## config.mk

```make
export PLATFORM = sky130hd
export DESIGN_NAME = pio_avmm_arbiter
export DESIGN_NICKNAME = d
export VERILOG_FILES = /design/src/rtl/pio_avmm_arbiter.sv
export SDC_FILE = /design/constraint.sdc
export NUM_CORES = 1
export LEC_CHECK = 0
export CAP_MARGIN = 20
export CORE_AREA = 10 10 137 114
export CTS_BUF_LIST = sky130_fd_sc_hd__clkbuf_4 sky130_fd_sc_hd__clkbuf_8
export DETAILED_ROUTE_END_ITERATION = 10
export DIE_AREA = 0 0 147 124
export PLACE_DENSITY_LB_ADDON = 0.12
export SLEW_MARGIN = 20
export SYNTH_ARGS = -nofsm -noshare
export SYNTH_HDL_FRONTEND = slang
export SYNTH_SLANG_ARGS = --single-unit
```

## constraint.sdc

```tcl
create_clock -name clk -period 2.62 [get_ports clk]
set_clock_uncertainty 0.1 [all_clocks]
set_input_delay 0.524 -clock clk [delete_from_list [all_inputs] [get_ports clk]]
set_output_delay 0.524 -clock clk [all_outputs]
set_load 0.03 [all_outputs]
```

## src/rtl/pio_avmm_arbiter.sv

```systemverilog
// pio_avmm_arbiter
//   Round-robin arbiter that shares one Avalon-MM PIO slave between NUM_REQ
//   requesters. It serialises single-beat reads and writes onto one master port
//   and returns read data to the requester that issued the read.
//   Transaction flow: IDLE -> ISSUE -> IDLE (write)
//                     IDLE -> ISSUE -> WAIT_RD -> RESP -> IDLE (read)
//   Optional feature macro: PIO_ARB_LOCK_EN adds the req_lock port and the
//   LOCK_MAX parameter, so one owner can keep the bus for several transactions
//   (for example, a read-modify-write of the direction and data registers).
module pio_avmm_arbiter #(
    parameter int NUM_REQ      = 4,
    parameter int ADDR_W       = 3,
    parameter int DATA_W       = 32,
    parameter int READ_LATENCY = 1
`ifdef PIO_ARB_LOCK_EN
    ,
    parameter int LOCK_MAX     = 4
`endif
) (
    input  logic                      clk,
    input  logic                      reset,
    input  logic [NUM_REQ-1:0]        req_valid,
    input  logic [NUM_REQ-1:0]        req_write,
    input  logic [NUM_REQ*ADDR_W-1:0] req_address,
    input  logic [NUM_REQ*DATA_W-1:0] req_writedata,
`ifdef PIO_ARB_LOCK_EN
    input  logic [NUM_REQ-1:0]        req_lock,
`endif
    output logic [NUM_REQ-1:0]        req_ready,
    output logic [NUM_REQ-1:0]        rsp_valid,
    output logic [DATA_W-1:0]         rsp_readdata,
    output logic [ADDR_W-1:0]         m_address,
    output logic                      m_write,
    output logic                      m_read,
    output logic [DATA_W-1:0]         m_writedata,
    input  logic [DATA_W-1:0]         m_readdata
);

    localparam int PTR_W = (NUM_REQ > 1) ? $clog2(NUM_REQ) : 1;
    localparam int CNT_W = (READ_LATENCY > 1) ? $clog2(READ_LATENCY) : 1;

    localparam logic [1:0] ST_IDLE    = 2'd0;
    localparam logic [1:0] ST_ISSUE   = 2'd1;
    localparam logic [1:0] ST_WAIT_RD = 2'd2;
    localparam logic [1:0] ST_RESP    = 2'd3;

    logic [1:0]             state;
    logic [PTR_W-1:0]       rr_ptr;
    logic [PTR_W-1:0]       owner;
    logic [CNT_W-1:0]       wait_cnt;

    // Round-robin search results and the payload of the selected requester
    logic [2*NUM_REQ-1:0]   valid_dbl;
    logic [NUM_REQ-1:0]     rot_valid;
    logic                   grant_found;
    logic [PTR_W:0]         idx_sum;
    logic [PTR_W-1:0]       grant_idx;
    logic [PTR_W-1:0]       sel_idx;
    logic                   sel_write;
    logic [ADDR_W-1:0]      sel_addr;
    logic [DATA_W-1:0]      sel_wdata;
    logic [PTR_W-1:0]       next_ptr;

`ifdef PIO_ARB_LOCK_EN
    localparam int LCNT_W = $clog2(LOCK_MAX + 1);

    logic [LCNT_W-1:0]      lock_cnt;
    logic                   owner_valid;
    logic                   lock_hit;
`endif

    // Find the first valid requester at or after rr_ptr. The request vector is
    // doubled and shifted so the search starts at offset 0 of rot_valid, then
    // the offset is added back to rr_ptr modulo NUM_REQ.
    always_comb begin
        valid_dbl   = {req_valid, req_valid} >> rr_ptr;
        rot_valid   = valid_dbl[NUM_REQ-1:0];
        grant_found = 1'b0;
        idx_sum     = '0;
        grant_idx   = '0;
        for (int k = 0; k < NUM_REQ; k++) begin
            if (!grant_found && rot_valid[k]) begin
                grant_found = 1'b1;
                idx_sum     = {1'b0, rr_ptr} + (PTR_W+1)'(k);
            end
        end
        if (idx_sum >= (PTR_W+1)'(NUM_REQ)) begin
            grant_idx = PTR_W'(idx_sum - (PTR_W+1)'(NUM_REQ));
        end else begin
            grant_idx = idx_sum[PTR_W-1:0];
        end
    end

`ifdef PIO_ARB_LOCK_EN
    // A locked owner that still requests keeps the bus until it has had
    // LOCK_MAX consecutive re-grants; otherwise normal rotation takes over.
    always_comb begin
        lock_hit = owner_valid && req_lock[owner] && req_valid[owner] &&
                   (lock_cnt < LCNT_W'(LOCK_MAX));
        sel_idx  = lock_hit ? owner : grant_idx;
    end
`else
    // Without locking, the round-robin winner is always the selected requester
    always_comb begin
        sel_idx = grant_idx;
    end
`endif

    // Pick the selected requester's write flag, address and write data out of the packed buses
    always_comb begin
        sel_write = 1'b0;
        sel_addr  = '0;
        sel_wdata = '0;
        for (int i = 0; i < NUM_REQ; i++) begin
            if (sel_idx == PTR_W'(i)) begin
                sel_write = req_write[i];
                sel_addr  = req_address[i*ADDR_W +: ADDR_W];
                sel_wdata = req_writedata[i*DATA_W +: DATA_W];
            end
        end
    end

    // The pointer moves to the requester after the one just served, wrapping at NUM_REQ
    always_comb begin
        if (owner == PTR_W'(NUM_REQ - 1)) begin
            next_ptr = '0;
        end else begin
            next_ptr = owner + 1'b1;
        end
    end

    // Transaction FSM. Every output is a register, loaded at the edge that
    // enters the state in which it must be visible.
    always_ff @(posedge clk) begin
        if (reset) begin
            state        <= ST_IDLE;
            rr_ptr       <= '0;
            owner        <= '0;
            wait_cnt     <= '0;
            req_ready    <= '0;
            rsp_valid    <= '0;
            rsp_readdata <= '0;
            m_address    <= '0;
            m_write      <= 1'b0;
            m_read       <= 1'b0;
            m_writedata  <= '0;
`ifdef PIO_ARB_LOCK_EN
            lock_cnt     <= '0;
            owner_valid  <= 1'b0;
`endif
        end else begin
            case (state)
                ST_IDLE: begin
                    if (|req_valid) begin
                        state       <= ST_ISSUE;
                        owner       <= sel_idx;
                        m_address   <= sel_addr;
                        m_writedata <= sel_wdata;
                        m_write     <= sel_write;
                        m_read      <= ~sel_write;
                        req_ready   <= NUM_REQ'(1) << sel_idx;
`ifdef PIO_ARB_LOCK_EN
                        if (lock_hit) begin
                            lock_cnt <= lock_cnt + 1'b1;
                        end else begin
                            lock_cnt <= '0;
                        end
`endif
                    end
                end
                ST_ISSUE: begin
                    m_write   <= 1'b0;
                    m_read    <= 1'b0;
                    req_ready <= '0;
                    rr_ptr    <= next_ptr;
                    wait_cnt  <= '0;
`ifdef PIO_ARB_LOCK_EN
                    owner_valid <= 1'b1;
`endif
                    if (m_write) begin
                        state <= ST_IDLE;
                    end else begin
                        state <= ST_WAIT_RD;
                    end
                end
                ST_WAIT_RD: begin
                    if (wait_cnt == CNT_W'(READ_LATENCY - 1)) begin
                        rsp_readdata <= m_readdata;
                        rsp_valid    <= NUM_REQ'(1) << owner;
                        state        <= ST_RESP;
                    end else begin
                        wait_cnt <= wait_cnt + 1'b1;
                    end
                end
                ST_RESP: begin
                    rsp_valid <= '0;
                    state     <= ST_IDLE;
                end
                default: begin
                    state <= ST_IDLE;
                end
            endcase
        end
    end

endmodule

```

Word level (Yosys, flattened, before mapping)
Index checks and enable logic that the tools add are counted.
- add/sub/neg operators: 6
- order comparisons: 1
- equality and inequality tests: 9
- shift-type cells: 3
- mux-type cells: 35
- bitwise logic cells: 2
- reductions and logical operators: 17
- operators with widths (kind ; number):
    2-to-1 mux 32 bit ; 4
    2-to-1 mux 3 bit ; 7
    case mux 4 bit (2 select lines) ; 2
    2-to-1 mux 2 bit ; 6
    == test 2 bit (second input constant) ; 5
    2-to-1 mux 1 bit ; 10
    AND reduction 2 bit ; 5
    2-to-1 mux 4 bit ; 2
    case mux 2 bit (4 select lines) ; 1
    left shift 1 x 2 -> 4 bit (first input constant) ; 2
    >> shifter 8 x 2 -> 4 bit ; 1
    adder 2 x 2 -> 3 bit (second input constant) ; 2
    case mux 1 bit (2 select lines) ; 3
    nonzero test 2 bit ; 3
    == test 2 x 1 -> 1 bit (second input constant) ; 2
    logical NOT 2 bit ; 2
    != test 2 bit (second input constant) ; 2
    OR reduction 4 bit ; 1
    adder 2 x 1 -> 3 bit (second input constant) ; 1
    >= comparator 3 bit (second input constant) ; 1
    logical AND 1 bit ; 3
    logical NOT 1 bit ; 3
    adder 2 x 1 -> 2 bit (second input constant) ; 1
    inverter 1 bit ; 2
    2 further kinds ; 2
- register bits: 84
- input bits: 182
- output and inout bits: 77
- word-level logic and storage cells: 84

Logic depth before layout (Yosys ltp)
Gate-level depths: netlist of run 1.
- depth in word-level cells: 21
- gate-level depth with buffers: 8
- depth with buffers taken out: 5

Worst setup path before layout of run 1
Ideal clock, no wire load.
- kind: input port to flip-flop
- start point: input port req_valid[1]
- end point: register m_writedata[21]
- setup time: 0.103 ns
- arrival: 1.783 ns
- data required time: 2.417 ns
- path slack: 0.634 ns
- stages on the path: 6
- buffers on the path: 1
- cells stage by stage: buf_2 -> a21boi_1 -> o22a_1 -> nand2_1 -> a31o_1 -> a2111oi_2
- longest elaborated chain between the ends: 18
- elaborated cells on any way between the ends: 27
- classes of those cells: 1 x add/sub; 1 x order compare; 3 x eq/ne; 1 x shift; 12 x mux; 9 x reduce/logical
- RTL lines (what ; RTL line ; RTL):
    start, declared ; 22 ; input logic [NUM_REQ-1:0] req_valid,
    >> shifter 8 x 2 -> 4 bit ; 76 ; valid_dbl = {req_valid, req_valid} >> rr_ptr;
    2-to-1 mux 1 bit ; 82 ; if (!grant_found && rot_valid[k]) begin
    logical NOT 1 bit ; 82 ;
    logical AND 1 bit ; 82 ;
    2-to-1 mux 1 bit ; 82 ;
    logical NOT 1 bit ; 82 ;
    logical AND 1 bit ; 82 ;
    2-to-1 mux 1 bit ; 82 ;
    logical NOT 1 bit ; 82 ;
    logical AND 1 bit ; 82 ;
    2-to-1 mux 3 bit ; 82 ;
    >= comparator 3 bit or subtractor 2 x 1 -> 2 bit (tied branches) ; 87, 88 ;
    2-to-1 mux 2 bit ; 87 ; if (idx_sum >= (PTR_W+1)'(NUM_REQ)) begin
    logical NOT 2 bit ; 115 ; if (sel_idx == PTR_W'(i)) begin
    2-to-1 mux 32 bit (4 in a row) ; 115 ;
    end signal, assigned ; 158 ; m_writedata <= sel_wdata;
    end, declared ; 35 ; output logic [DATA_W-1:0] m_writedata,
Parallel ways exist; a longest one is shown, timed or not.
A chain may end at the register's enable or synchronous reset.

Worst setup path in the final report of run 1
- start point: input port req_valid[2]
- end point: register m_writedata[25]
Same word-level chain as after synthesis.

==> results of run 1 <==
## through the flow
| step | util, % | instance area, um2 |
|---|---|---|
| floorplan | - | 4280 |
| global placement | 56.7 | 7220 |
| detailed placement | 56.7 | 7220 |
| CTS | 58.6 | 7450 |
| global route | 58.6 | 7450 |
| finish | 58.6 | 7450 |
## timing repair
| action | 4_1_cts | 5_1_grt |
|---|---|---|
| setup buffers | 0 | 0 |
| hold endpoints to repair | 0 | 0 |
| resized for setup | 1 | 0 |
| setup endpoints to repair | 4 | 0 |
## logic make-up (layout without fill, tap and decap cells)
family                     Yosys count  after routing  synth area share, %
muxes                                8              8                 1.87
buffers and inverters               52            313                 5.26
AOI/OAI and AO/OA                  196            196                 32.7
and+or+nand+nor                    197            197                 20.2
DFF                                 83             83                 38.8
adders and majority gates            4              4                 1.17
## final cells by class
cell class | count | area, um2 | share of cell area [%]
Tap cell | 175 | 219 | 2.94
Clock buffer | 10 | 138 | 1.85
Inverter | 4 | 15.0 | 0.201
Multi-Input combinational cell | 405 | 2420 | 32.4
Timing Repair Buffer | 293 | 2920 | 39.1
Clock inverter | 6 | 87.6 | 1.17
Sequential cell | 83 | 1660 | 22.3
## power groups by stage
stage / Sequential [mW] / Clock, mW / Combinational, mW
after floorplan: 1.69 / 0 / 0.552
after global placement: 1.49 / 0 / 1.49
after detailed placement: 1.49 / 0 / 1.51
after CTS: 1.46 / 1.10 / 1.52
after global routing: 1.47 / 1.14 / 1.62
final: 1.46 / 1.07 / 1.51
## worst max-delay path by stage
| stage | from | to | slack (ps) |
|---|---|---|---|
| 2_1_floorplan | req_valid[1] | m_writedata[21]$_SDFFE_PP0P_ | 630 |
| 3_3_place_gp | req_valid[2] | m_writedata[23]$_SDFFE_PP0P_ | -350 |
| 3_5_place_dp | req_valid[2] | m_writedata[25]$_SDFFE_PP0P_ | -420 |
| 4_1_cts | req_valid[2] | m_writedata[25]$_SDFFE_PP0P_ | 250 |
| 5_1_grt | req_valid[2] | m_writedata[25]$_SDFFE_PP0P_ | 100 |
| 6_report | req_valid[2] | m_writedata[25]$_SDFFE_PP0P_ | 220 |
## per-layer routing
layer | share of wire (%) | wire length, um | track usage (%) | up-vias
met1 | 42 | 8010 | 23.5 | 2409
li1 | - | - | - | 2471
met2 | 49 | 9420 | 34.2 | 196
met3 | 7.0 | 1340 | 6.02 | 24
met5 | 0 | 0 | 0 | -
met4 | 1.9 | 362 | 6.06 | 0
## worst max-delay path, stage by stage
cell and delay, ps:
clkdlybuf4s50_1 500, buf_4 180, nor2b_2 180, a211oi_4 430, o21ai_1 140, a31o_1 240, a2111oi_2 360
## state kept, by name (all words and copies together), names as in the netlist, named ones only
name	cells
m_address	3
state	1
m_writedata	32
rsp_readdata	32
m_read	1
rsp_valid	4
m_write	1
rr_ptr	2
req_ready	4
owner	2
## cells in the final DEF, fill, tap and decap left out, types with 2 or more instances in the layout
cell type,count
buf_12,6
a211oi_1,21
nand2_1,83
a31o_1,6
dfxtp_1,83
a22oi_1,10
buf_4,29
o221ai_1,6
mux2i_1,8
nor2b_1,2
nand2b_1,3
nor3_2,2
and2_1,2
bufinv_16,2
o21ai_0,24
nor2_1,44
ha_1,4
a221oi_2,3
a21oi_1,54
a221oi_1,13
nor2_4,2
a211oi_2,2
clkbuf_8,10
o21ai_1,9
nand3_1,36
inv_1,3
nor3_1,14
a21o_1,22
a2111oi_2,6
o2bb2ai_1,7
nor2_2,3
clkdlybuf4s50_1,257
clkinv_2,2
==> qor.csv, run 1 <==
metric,value,unit
outcome,"complete, no violations",
timing.rr.end,m_writedata[25]$_SDFFE_PP0P_,
period_minus_slack,2400,ps
synth_flop_cell,dfxtp_1,
port_buffers,258,
grt_usage,19.8,%
routed_wl,19100,um
initial_core_util,33.6,%
grt_pass1_wl,29100,um
core_area,12700,um2
rsz0062_at_grt,false,
critPathCaptureType,register,
tightest_slew,682,ps
synth_edf_count,0,
worstPathRequired,2780,ps
antenna_found_initial,0,
p_seq_share,36.2,%
finalNonFillerCells,976,
reg2reg_depth,6,
power.total,4.04,mW
hold_path.class,register to register,
path_max_fanout,8,
hpwl,14800,um
netlist_area,4280,um2
synthTopCellsByArea,"dfxtp_1 39%, nand2_1 7.3%, a21oi_1 6.3%",
clock_sinks,83,
startpoint_type,input pin,
ioPinCount,259,
yosys_register_bits,83,
diodes,0,
nFillCells,1112,
cts_htree_levels,3,
routedWlPerCell,19.6,um
netlist.area_leader.share,38.8,%
hold_viol,0,
die-height,124,um
syn2layout_area_growth,74.2,%
route.detailed.drc,0,
maxSlewHeadroom,54.4,%
synthDistinctLibCells,51,
fin_hold_ws,357,ps
dp_cells,960,
root_buffer,clkbuf_8,
dp_slack,-417,ps
yosysWarnings,0,
vias,5100,
rrSetupSlack,410,ps
vdd_drop_max,0.000246,V
yosys-top-cells-count,"83 x dfxtp_1, 83 x nand2_1, 54 x a21oi_1",
postRouteAntennaNets,0,
clock_path_buffers,2,
switchingPower,1.36,mW
fmax,416,MHz
swShare,33.7,%
setup_tns,0,ps
clockPowerShare,26.4,%
holdPathStages,2,
rows,37,
place.gp.congestion,0.798,
pwr-share-comb,37.4,%
die_w,147,um
maxSlewViolCount,0,
p_per_area,542,nW/um2
hold_start,rsp_readdata[15]$_SDFFE_PP0P_,
synthArstFlopShare,0,%
post-route-period-util,91.7,%
path_class,input pin to register,
routed_via_density,5.23,
insertion_delay,360,ps
dieArea,18200,um2
synth.largest_area_cell,dfxtp_1,
cts_hold_buf,0,
setup_slack,218,ps
first_global_vias,5255,
first_iter_violations,279,
grt_max_degree,52,
internal_power,2.68,mW
final-setup-viol-count,0,
final_nets,982,
drive_above_1_share,9.86,%
cts_tree,done,
cp.arrival,2560,ps
timing.rr.start,rr_ptr[1]$_SDFFE_PP0P_,
syn_nets,726,
clkTransAtPathRegs,90,ps
synth_cells,540,
min_to,rsp_readdata[15]$_SDFFE_PP0P_,
cts_inserted_buffers,9,
avgSynthCellArea,7.92,um2
p_leak,2.70,nW
grt_overflow,0,
first_pass_iters,4,
drv_cap,0,
yosysSeqAreaShare,38.8,%
Note: power is estimated with default switching activity, not from simulation.
==> run 2, diff against run 1 <==
- GPL_TIMING_DRIVEN: unset -> 0
- REMOVE_ABC_BUFFERS: unset -> 1
==> qor.csv, run 2 (synthesis results as in run 1) <==
metric,value,unit
outcome,"complete, no violations",
layout_commonest_cell,clkdlybuf4s50_1,
first_iter_violations,255,
fmax,398,MHz
path_class,input pin to register,
routed_via_density,5.32,
cts_htree_levels,3,
initial_core_util,33.6,%
final_area,7400,um2
first_pass_iters,4,
syn2layout_area_growth,72.9,%
dieArea,18200,um2
hold_path.class,register to register,
max_stage_delay,640,ps
rsz0062_at_grt,true,
period_minus_slack,2510,ps
first_global_vias,5182,
die_w,147,um
vias,5085,
drv_cap,0,
path_max_fanout,12,
p_per_area,526,nW/um2
maxSlewHeadroom,49.9,%
clkTransAtPathRegs,80,ps
hold_viol,0,
place.gp.congestion,0.837,
path_delay_family,compound AO/OA/AOI/OAI gates,
grt_pass1_wl,30200,um
routed_wl,19900,um
clock_path_buffers,2,
die-height,124,um
crit_buf_inv,1,
top_regs,"m_writedata (32), rsp_readdata (32)",
tightest_slew,751,ps
worstPathRequired,2760,ps
critPathCaptureType,register,
antenna_found_initial,0,
crit_chain,"clkdlybuf4s50_1, a21boi_4, o22a_4, nand2_2, a31o_1, a2111oi_2",
cts_tree,done,
port_buffers,258,
final_util,58.1,%
routedWlPerCell,20.9,um
startpoint_type,input pin,
post-route-period-util,96.0,%
final_nets,964,
cp.arrival,2660,ps
grt_usage,20.8,%
cts_inserted_buffers,9,
grt_overflow,0,
cts_hold_buf,0,
ioPinCount,259,
postRouteAntennaNets,0,
cpMaxStageDelayCell,clkdlybuf4s50_1,
grt_max_degree,53,
drive_above_1_share,9.09,%
insertion_delay,360,ps
hpwl,14500,um
diodes,0,
core_area,12700,um2
root_buffer,clkbuf_8,
rows,37,
placed_area,7060,um2
p_leak,2.62,nW
maxSlewViolCount,0,
route.detailed.drc,0,
final_cell_mix,"254 x clkdlybuf4s50_1, 82 x dfxtp_1, 81 x nand2_1",
clock_sinks,83,
final-setup-viol-count,0,
vdd_drop_max,0.000246,V
==> run 2: path summary, 6_finish.rpt <==
check / start / endpoint / slack [ps] / cells past startpoint
worst max-delay path: req_valid[0] / m_writedata[29]$_SDFFE_PP0P_ / 110 / 6
worst min-delay path: rsp_readdata[7]$_SDFFE_PP0P_ / rsp_readdata[7]$_SDFFE_PP0P_ / 360 / 2
worst max register to register: rr_ptr[0]$_SDFFE_PP0P_ / m_writedata[29]$_SDFFE_PP0P_ / 390 / 6
worst min register to register: rsp_readdata[7]$_SDFFE_PP0P_ / rsp_readdata[7]$_SDFFE_PP0P_ / 360 / 2
==> run 2: where the power goes <==
part | switching, mW | total (mW) | internal, mW
combinational | 0.801 | 1.52 | 0.716
clock | 0.483 | 0.911 | 0.429
sequential | 0.0838 | 1.47 | 1.38
==> run 2: layer usage <==
layer  track usage [%]  vias up  wire (um)  part of all wire, %
met5                 0        -          0                    0
met4              4.94        0        256                  1.3
met3              5.80       22       1700                  8.5
met2              35.4      201       9630                   48
met1              25.7     2419       8370                   42
li1                  -     2443          -                    -
==> run 2: through the flow <==
stage | worst slack, ps | power, mW | std cells | hold slack, ps | TNS (ps)
after floorplan | -965 | 2.19 | 492 | 359 | -23580
after global placement | -4320 | 2.89 | 925 | 342 | -181440
final | 105 | 3.89 | 956 | 356 | 0
after detailed placement | -1160 | 2.96 | 934 | 348 | -28630
after CTS | 9.54 | 3.92 | 952 | 359 | 0
after global routing | -8.98 | 4.11 | 956 | 378 | -8.98
==> run 2: worst reg2reg max path, cell delays in order, from the launching register on <==
cell       delay, ps
dfxtp_1          650
and2b_4          280
a211oi_4         230
buf_4            200
o21ai_1           80
a31o_1           220
a2111oi_2        370
==> run 2: layout make-up <==
cell class                      instances  area [um2]
Tap cell                              175         219
Clock buffer                            9         124
Sequential cell                        83        1660
Timing Repair Buffer                  272        2770
Fill cell                            1157        5330
Inverter                                4        15.0
Clock inverter                          5        56.3
Multi-Input combinational cell        408        2560
==> run 2: timing repair <==
action | CTS | global route
gates cloned | 2 | 1
buffers inserted | 2 | 3
setup endpoints to repair | 40 | 36
pin swaps | 1 | 2
endpoints found under the hold margin | 0 | 0
gates resized for setup | 13 | 10
